===== src/rtl/id_pipe_stage.sv =====
// rtl/id_pipe_stage.sv - RV32I/E decode stage: register file, decoder and ID/EX register
// Optional macro ID_BYPASS_EN makes register-file reads write-first.
module id_pipe_stage #(
   parameter int XLEN  = 32,
   parameter int NREGS = 32
) (
   input  logic            clk,
   input  logic            reset,
   input  logic            in_valid,
   output logic            in_ready,
   input  logic [31:0]     in_instr,
   input  logic [XLEN-1:0] in_pc,
   input  logic            wb_en,
   input  logic [4:0]      wb_rd,
   input  logic [XLEN-1:0] wb_data,
   input  logic            flush,
   input  logic            ex_ready,
   output logic            out_valid,
   output logic [XLEN-1:0] out_pc,
   output logic [XLEN-1:0] out_rs1_data,
   output logic [XLEN-1:0] out_rs2_data,
   output logic [XLEN-1:0] out_imm,
   output logic [4:0]      out_rs1,
   output logic [4:0]      out_rs2,
   output logic [4:0]      out_rd,
   output logic [2:0]      out_fn3,
   output logic            out_fn7_5,
   output logic [2:0]      out_aluop,
   output logic            out_alu_src,
   output logic            out_mem_read,
   output logic            out_mem_write,
   output logic            out_reg_write,
   output logic            out_branch,
   output logic            out_jump,
   output logic [1:0]      out_memtoreg,
   output logic            out_illegal
);
   localparam int         IW      = $clog2(NREGS);
   localparam logic [5:0] NREGS_L = 6'(NREGS);

   localparam logic [6:0] OP_LUI    = 7'b0110111;
   localparam logic [6:0] OP_AUIPC  = 7'b0010111;
   localparam logic [6:0] OP_JAL    = 7'b1101111;
   localparam logic [6:0] OP_JALR   = 7'b1100111;
   localparam logic [6:0] OP_BRANCH = 7'b1100011;
   localparam logic [6:0] OP_LOAD   = 7'b0000011;
   localparam logic [6:0] OP_STORE  = 7'b0100011;
   localparam logic [6:0] OP_IMM    = 7'b0010011;
   localparam logic [6:0] OP_OP     = 7'b0110011;

   logic [XLEN-1:0] regs [NREGS];
   logic [XLEN-1:0] rs1_data, rs2_data;
   logic [6:0]      opcode;
   logic [4:0]      rs1, rs2, rd;
   logic [31:0]     imm_i, imm_s, imm_b, imm_u, imm_j, imm32;
   logic            legal_op, uses_rs1, uses_rs2, illegal, stall_lu;
   logic [2:0]      d_aluop;
   logic [1:0]      d_memtoreg;
   logic            d_alu_src, d_mem_read, d_mem_write, d_reg_write, d_branch, d_jump;

   function automatic logic in_range(input logic [4:0] idx);
      return {1'b0, idx} < NREGS_L;
   endfunction

   assign opcode = in_instr[6:0];
   assign rd     = in_instr[11:7];
   assign rs1    = in_instr[19:15];
   assign rs2    = in_instr[24:20];

   assign imm_i = {{20{in_instr[31]}}, in_instr[31:20]};
   assign imm_s = {{20{in_instr[31]}}, in_instr[31:25], in_instr[11:7]};
   assign imm_b = {{19{in_instr[31]}}, in_instr[31], in_instr[7], in_instr[30:25], in_instr[11:8], 1'b0};
   assign imm_u = {in_instr[31:12], 12'b0};
   assign imm_j = {{11{in_instr[31]}}, in_instr[31], in_instr[19:12], in_instr[20], in_instr[30:21], 1'b0};

   // x0 is never written, so reading regs[0] always yields zero
   always_ff @(posedge clk or posedge reset) begin
      if (reset) begin
         for (int i = 0; i < NREGS; i++) regs[i] <= '0;
      end else if (wb_en && wb_rd != 5'd0 && in_range(wb_rd)) begin
         regs[wb_rd[IW-1:0]] <= wb_data;
      end
   end

   always_comb begin
      rs1_data = '0;
      rs2_data = '0;
      if (in_range(rs1)) rs1_data = regs[rs1[IW-1:0]];
      if (in_range(rs2)) rs2_data = regs[rs2[IW-1:0]];
`ifdef ID_BYPASS_EN
      if (wb_en && wb_rd == rs1 && rs1 != 5'd0) rs1_data = wb_data;
      if (wb_en && wb_rd == rs2 && rs2 != 5'd0) rs2_data = wb_data;
`endif
   end

   always_comb begin
      legal_op    = 1'b1;
      uses_rs1    = 1'b0;
      uses_rs2    = 1'b0;
      imm32       = '0;
      d_aluop     = 3'b000;
      d_alu_src   = 1'b0;
      d_mem_read  = 1'b0;
      d_mem_write = 1'b0;
      d_reg_write = 1'b0;
      d_branch    = 1'b0;
      d_jump      = 1'b0;
      d_memtoreg  = 2'b00;
      case (opcode)
         OP_LUI:    begin imm32 = imm_u; d_aluop = 3'b100; d_alu_src = 1'b1; d_reg_write = 1'b1; end
         OP_AUIPC:  begin imm32 = imm_u; d_alu_src = 1'b1; d_reg_write = 1'b1; end
         OP_JAL:    begin imm32 = imm_j; d_alu_src = 1'b1; d_reg_write = 1'b1; d_jump = 1'b1; d_memtoreg = 2'b10; end
         OP_JALR:   begin imm32 = imm_i; uses_rs1 = 1'b1; d_alu_src = 1'b1; d_reg_write = 1'b1; d_jump = 1'b1; d_memtoreg = 2'b10; end
         OP_BRANCH: begin imm32 = imm_b; uses_rs1 = 1'b1; uses_rs2 = 1'b1; d_aluop = 3'b001; d_branch = 1'b1; end
         OP_LOAD:   begin imm32 = imm_i; uses_rs1 = 1'b1; d_alu_src = 1'b1; d_mem_read = 1'b1; d_reg_write = 1'b1; d_memtoreg = 2'b01; end
         OP_STORE:  begin imm32 = imm_s; uses_rs1 = 1'b1; uses_rs2 = 1'b1; d_alu_src = 1'b1; d_mem_write = 1'b1; end
         OP_IMM:    begin imm32 = imm_i; uses_rs1 = 1'b1; d_aluop = 3'b011; d_alu_src = 1'b1; d_reg_write = 1'b1; end
         OP_OP:     begin uses_rs1 = 1'b1; uses_rs2 = 1'b1; d_aluop = 3'b010; d_reg_write = 1'b1; end
         default:   legal_op = 1'b0;
      endcase
   end

   // Only indices the instruction actually uses can make it illegal
   assign illegal = !legal_op || (uses_rs1 && !in_range(rs1)) || (uses_rs2 && !in_range(rs2))
                    || (d_reg_write && !in_range(rd));

   assign stall_lu = out_valid && out_mem_read && out_rd != 5'd0 &&
                     ((uses_rs1 && rs1 == out_rd) || (uses_rs2 && rs2 == out_rd));

   assign in_ready = !reset && (!out_valid || ex_ready) && !stall_lu;

   always_ff @(posedge clk or posedge reset) begin
      if (reset) begin
         out_valid     <= 1'b0;
         out_pc        <= '0;
         out_rs1_data  <= '0;
         out_rs2_data  <= '0;
         out_imm       <= '0;
         out_rs1       <= '0;
         out_rs2       <= '0;
         out_rd        <= '0;
         out_fn3       <= '0;
         out_fn7_5     <= 1'b0;
         out_aluop     <= '0;
         out_alu_src   <= 1'b0;
         out_mem_read  <= 1'b0;
         out_mem_write <= 1'b0;
         out_reg_write <= 1'b0;
         out_branch    <= 1'b0;
         out_jump      <= 1'b0;
         out_memtoreg  <= '0;
         out_illegal   <= 1'b0;
      end else if (flush) begin
         out_valid <= 1'b0;
      end else if (!out_valid || ex_ready) begin
         out_valid <= in_valid && !stall_lu;
         if (in_valid && in_ready) begin
            out_pc        <= in_pc;
            out_rs1_data  <= rs1_data;
            out_rs2_data  <= rs2_data;
            out_imm       <= XLEN'($signed(imm32));
            out_rs1       <= rs1;
            out_rs2       <= rs2;
            out_rd        <= rd;
            out_fn3       <= in_instr[14:12];
            out_fn7_5     <= in_instr[30];
            out_aluop     <= d_aluop;
            out_alu_src   <= d_alu_src;
            out_mem_read  <= d_mem_read && !illegal;
            out_mem_write <= d_mem_write && !illegal;
            out_reg_write <= d_reg_write && !illegal;
            out_branch    <= d_branch && !illegal;
            out_jump      <= d_jump && !illegal;
            out_memtoreg  <= d_memtoreg;
            out_illegal   <= illegal;
         end
      end
   end
endmodule

===== config.mk =====
export PLATFORM = sky130hd
export DESIGN_NAME = id_pipe_stage
export DESIGN_NICKNAME = d
export VERILOG_FILES = /design/src/rtl/id_pipe_stage.sv
export SDC_FILE = /design/constraint.sdc
export NUM_CORES = 2
export LEC_CHECK = 0
export CORE_ASPECT_RATIO = 0.8
export CORE_MARGIN = 10
export CORE_UTILIZATION = 40
export CTS_CLUSTER_DIAMETER = 40
export DETAILED_ROUTE_END_ITERATION = 7
export GPL_ROUTABILITY_DRIVEN = 0
export MAX_ROUTING_LAYER = met4
export SETUP_SLACK_MARGIN = 0.05
export SLEW_MARGIN = 5
export SYNTH_ARGS = -nofsm -noshare
export SYNTH_HDL_FRONTEND = slang
export SYNTH_SLANG_ARGS = --single-unit

===== constraint.sdc =====
create_clock -name clk -period 36 [get_ports clk]
set_input_delay 3.6 -clock clk [delete_from_list [all_inputs] [get_ports clk]]
set_output_delay 3.6 -clock clk [all_outputs]
set_load 0.05 [all_outputs]

==> After elaboration in Yosys (flattened, before gate mapping) <==
Index checks and enable logic that the tools add are counted.
{ "totals": {"wordCells": 127, "reg_bits": 1184} }
{ "op_classes": {"mux": 23, "bitwise_logic": 4, "eq_ne": 11, "order_cmp": 4, "n_reduce_logical": 34} }
{ "op_table": {"columns": ["cell", "n"], "rows": [
  ["$bwmux 1024", 1],
  ["$bmux 32 s5", 2],
  ["$demux 32 s5", 1],
  ["$mux 32", 5],
  ["$pmux 32 s5", 1],
  ["$eq 7x6->1 const B", 3],
  ["$eq 7x7->1 const B", 3],
  ["$ge 6x6->1 const B", 3],
  ["$not 5->6", 3],
  ["$logic_and 1x1->1", 16],
  ["$eq 7x5->1 const B", 2],
  ["$reduce_or 7->1", 2],
  ["$pmux 3 s4", 1],
  ["$mux 1", 11],
  ["$eq 5x5->1", 2],
  ["$reduce_bool 5->1", 2],
  ["$reduce_or 9->1", 1],
  ["$eq 7x2->1 const B", 1],
  ["$lt 6x1->1 const B", 1],
  ["$reduce_or 3->1", 2],
  ["$reduce_or 6->1", 1],
  ["$logic_not 1->1", 4],
  ["$pmux 2 s2", 1],
  ["$reduce_or 2->1", 2],
  ["4 further kinds", 5]
]} }

==> Depth between registers and ports, before layout <==
{ "logic_depth": {"word_depth": 10, "mapped_depth": 9, "ltp_nobuf": 6} }

==> Worst setup path after synthesis <==
Ideal clock, no wire load.
{ "synth_path": {"kind": "input to output", "startpoint": "in reset", "endpoint": "out in_ready", "cell_stages": 3, "t_arrival_ns": 30.755, "path_buffers": 0, "slack_ns": 1.645, "required_ns": 32.400, "path_cell_list": "inv_1 -> nand2_1 -> nor2b_1"} }
{ "synth_via": {"elab_chain_cells": 3} }
{ "synth_rtl": {"columns": ["item", "line", "text"], "rows": [
  ["from (decl)", "8", "input logic reset,"],
  ["$logic_not 1->1 (no source line)", null, null],
  ["$logic_and 1x1->1 (2 in a row)", "130", "assign in_ready = !reset && (!out_valid || ex_ready) && !stall_lu;"],
  ["to (decl)", "10", "output logic in_ready,"]
]} }
No other way between the ends.

==> Final worst setup path <==
{ "layout_path": {"startpoint": "in in_instr[23]", "endpoint": "out in_ready"} }
{ "layout_via": {"elab_chain_cells": 6} }
{ "layout_rtl": {"columns": ["item", "line", "text"], "rows": [
  ["from (decl)", "11", "input logic [31:0] in_instr,"],
  ["$eq 5x5->1", "128", "((uses_rs1 && rs1 == out_rd) || (uses_rs2 && rs2 == out_rd));"],
  ["$logic_and 1x1->1", "128", null],
  ["$logic_or 1x1->1", "128", null],
  ["$logic_and 1x1->1", "127", "assign stall_lu = out_valid && out_mem_read && out_rd != 5'd0 &&"],
  ["$logic_not 1->1", "130", null],
  ["$logic_and 1x1->1", "130", null]
]} }
No other way between the ends.

==> results.yml <==
floorplan:
  fp.dieH_um: 365.8
  die-area_sq_um: 165400
  num_rows: 126
  die_x_um: 452.2
  io_pins: 268
  initial_core_util_pct: 40.38
  core_area_sq_um: 148000
synth:
  yosysSeqAreaShare_pct: 49.56
  ys_seq_elements: 1184
  async_flop_share_pct: 100.0
  yosys.area.top_type: "dfrtp_1"
  synth.most_common_cell: "dfrtp_1"
  synth_warnings: 0
  synth_area_sq_um: 59780
  yosys.area.top_type_share_pct: 49.56
  synth_edf_count: 0
  synth-main-ff-cell: "dfrtp_1"
  synth_fp_nets: 4079
  syn_inst: 3972
  synth.avg_cell_area_sq_um: 15.05
  yosysUniqueCellTypes: 52
  netlist_top_cells_count: "dfrtp_1, mux2_2, mux4_2"
  ys_top_cells_by_area: "dfrtp_1, mux2_2, mux4_2, a22oi_1, mux2i_1"
critical_path:
  cpMostUsedCell: "clkdlybuf4s50_1"
  critPathBufInv: 2
  critPathLaunchType: "input port"
  cp.arrival_ps: 6320
  end_kind: "output pin"
  cp_cell_sequence: "clkdlybuf4s50_1 > xnor2_1 > nand4_1 > nor4_1 > o2111ai_2 > nor2b_1 > clkdlybuf4s50_1"
  critPathRequiredTime_ps: 32400
  critical_path.max_stage_delay_ps: 820
  cp_slowest_cell: "clkdlybuf4s50_1"
  crit_type: "input port to output pin"
  crit_family: "buffers and inverters"
  worst-path-max-fanout: 14
pwr:
  power.leakage_nw: 29.90
  peakVddDrop_mv: 0.05861
  power_density_nw_per_um2: 62.24
clocking:
  cts_root_buf: "clkbuf_16"
  cts_tree: "done"
  cts_repair_resize_count: 0
  cts.reportedPaths.clkPinSlew_ps: 60
  htreeDepth: 4
  clockBufferDepth: 3
  cts.sinks: 1184
  clock_latency_ps: 800
  cts-hold-fix-buffers: 0
  numCtsBuffers: 161
  cts_setup_buffers: 0
route:
  drc: 0
  wl_per_cell_um: 30.55
  drt.antenna.violating_nets: 0
  vias_per_cell: 6.132
  drtIter0Drc: 3841
  route.vias.total: 37832
  firstDrtPassIters: 5
  wl_um: 188500
timing:
  fin_setup_tns_ps: 0
  holdWs_ps: 394.6
  rsz0062_at_grt: "false"
  finalWorstSetupSlack_ps: 26080
  worst_pin_slew_ps: 1244
  finalHoldViolations: 0
  setup_violations: 0
  finClkSkew_ps: 29.44
  slew_headroom_pct: 16.84
  final.min_clock_period_ps: 9918
  fin_crit_sh_pct: 27.55
  fmax_mhz: 100.8
  maxSlewViolCount: 0
job:
  maxCapViolations: 0
final_layout:
  drive_above_1_share_pct: 45.28
  fillCellCount: 12779
  final_area_sq_um: 69720
  layout.nets: 4155
  layoutNonFillerInstCount: 6170
  syn2layout_area_growth_pct: 16.63
status:
  status: "finished, final reports clean"
grt:
  grt_use_total_pct: 23.05
  antenna_found_initial: 7
  grt_pass1_wl_um: 278200
  overflow: 0
  grt_pass1_vias: 38460
  grt_max_degree: 169
place:
  io_buffers: 267
  dp_hpwl_um: 103400
  placed_area_sq_um: 64000
  place_inst: 5869
  place_ws_ps: 26040
hold_path:
  holdCritPathClass: "flop to flop"
## flip-flops by register name, summed over array words and instances (netlist names), 2 cells and up
signal / cells
out_aluop: 3
out_fn3: 3
out_imm: 32
out_memtoreg: 2
out_pc: 32
out_rd: 5
out_rs1: 5
out_rs1_data: 32
out_rs2: 5
out_rs2_data: 32
regs: 1024
## final cells by class
type                       count  area [sq um]  area share [%]
tap                         1984          2482           3.560
clock buffer                 188          4312           6.184
clock inverter               110          1406           2.017
multi-input combinational   2328         28420           40.77
antenna                        3         7.507         0.01077
sequential                  1184         29630           42.50
timing repair buffer         340          3333           4.781
inverter                      33         127.6          0.1830
## through the flow
| step | utilization, % | power, W |
|---|---|---|
| detailed placement | 43.23 | 0.002667 |
| global placement | 43.23 | 0.002647 |
| finish | 47.10 | 0.004339 |
| floorplan | - | 0.002400 |
| global route | 47.09 | 0.004517 |
| CTS | 47.09 | 0.004373 |
## worst paths after layout
check | from | end | slack (ps) | cells past startpoint
max reg2reg | out_rd[3] | out_rs1_data[15] | 32430 | 7
min in group asynchronous | reset | regs[760] | 3140 | 2
min reg2reg | regs[1004] | regs[1004] | 390 | 0
min | regs[1004] | regs[1004] | 390 | 0
max in group asynchronous | reset | regs[848] | 29750 | 5
max | in_instr[23] | in_ready | 26080 | 7
## per-layer routing
layer	GRT usage [%]	share of wire (%)	vias to the layer above
li1	-	-	15529
met3	4.670	6.8	345
met4	7.619	3.2	0
met5	-	0	-
met1	31.32	43	20487
met2	34.56	47	1471
## worst reg2reg max path: stages (launching register included)
cell	delay (ps)
dfrtp_1	460
xnor2_1	240
nand4_1	140
a2111oi_1	420
o2111ai_2	270
nand3_4	630
buf_12	550
mux2_2	740
## power by group
group | switching, W | total, W | internal [W]
sequential | 0.000186 | 0.00177 | 0.00159
combinational | 0.000413 | 0.000873 | 0.000461
clock | 0.000666 | 0.00169 | 0.00103
total | 0.00126 | 0.00434 | 0.00307
## kinds of logic (layout without fill, tap and decap cells)
logic type             Yosys count  in the layout  synth area share, %
multiplexers                  1747           1747                40.56
AND/OR/NAND/NOR                202            202                1.746
buffers and inverters          460            671                3.407
flip-flops                    1184           1184                49.56
other                            0              3                    0
XOR/XNOR                        10             10               0.1465
AO/OA/AOI/OAI                  369            369                4.573
## cells in the final DEF, fill, tap and decap left out, drive strengths merged, types with 4 or more instances in the layout
master	instances
dfrtp	1184
mux2	1125
mux4	428
a22oi	264
clkdlybuf4s50	262
mux2i	194
clkbuf	188
buf	78
inv	66
nand2	62
nand4	52
a21oi	39
nor2	37
clkinv	37
bufinv	21
clkinvlp	19
a22o	18
a221oi	16
o221ai	13
nor3b	8
xnor2	7
nand2b	6
o21ai	6
nor2b	6
nor3	6
nand3b	5
nand3	5
and3	4
Power figures use the tool's default switching activity.
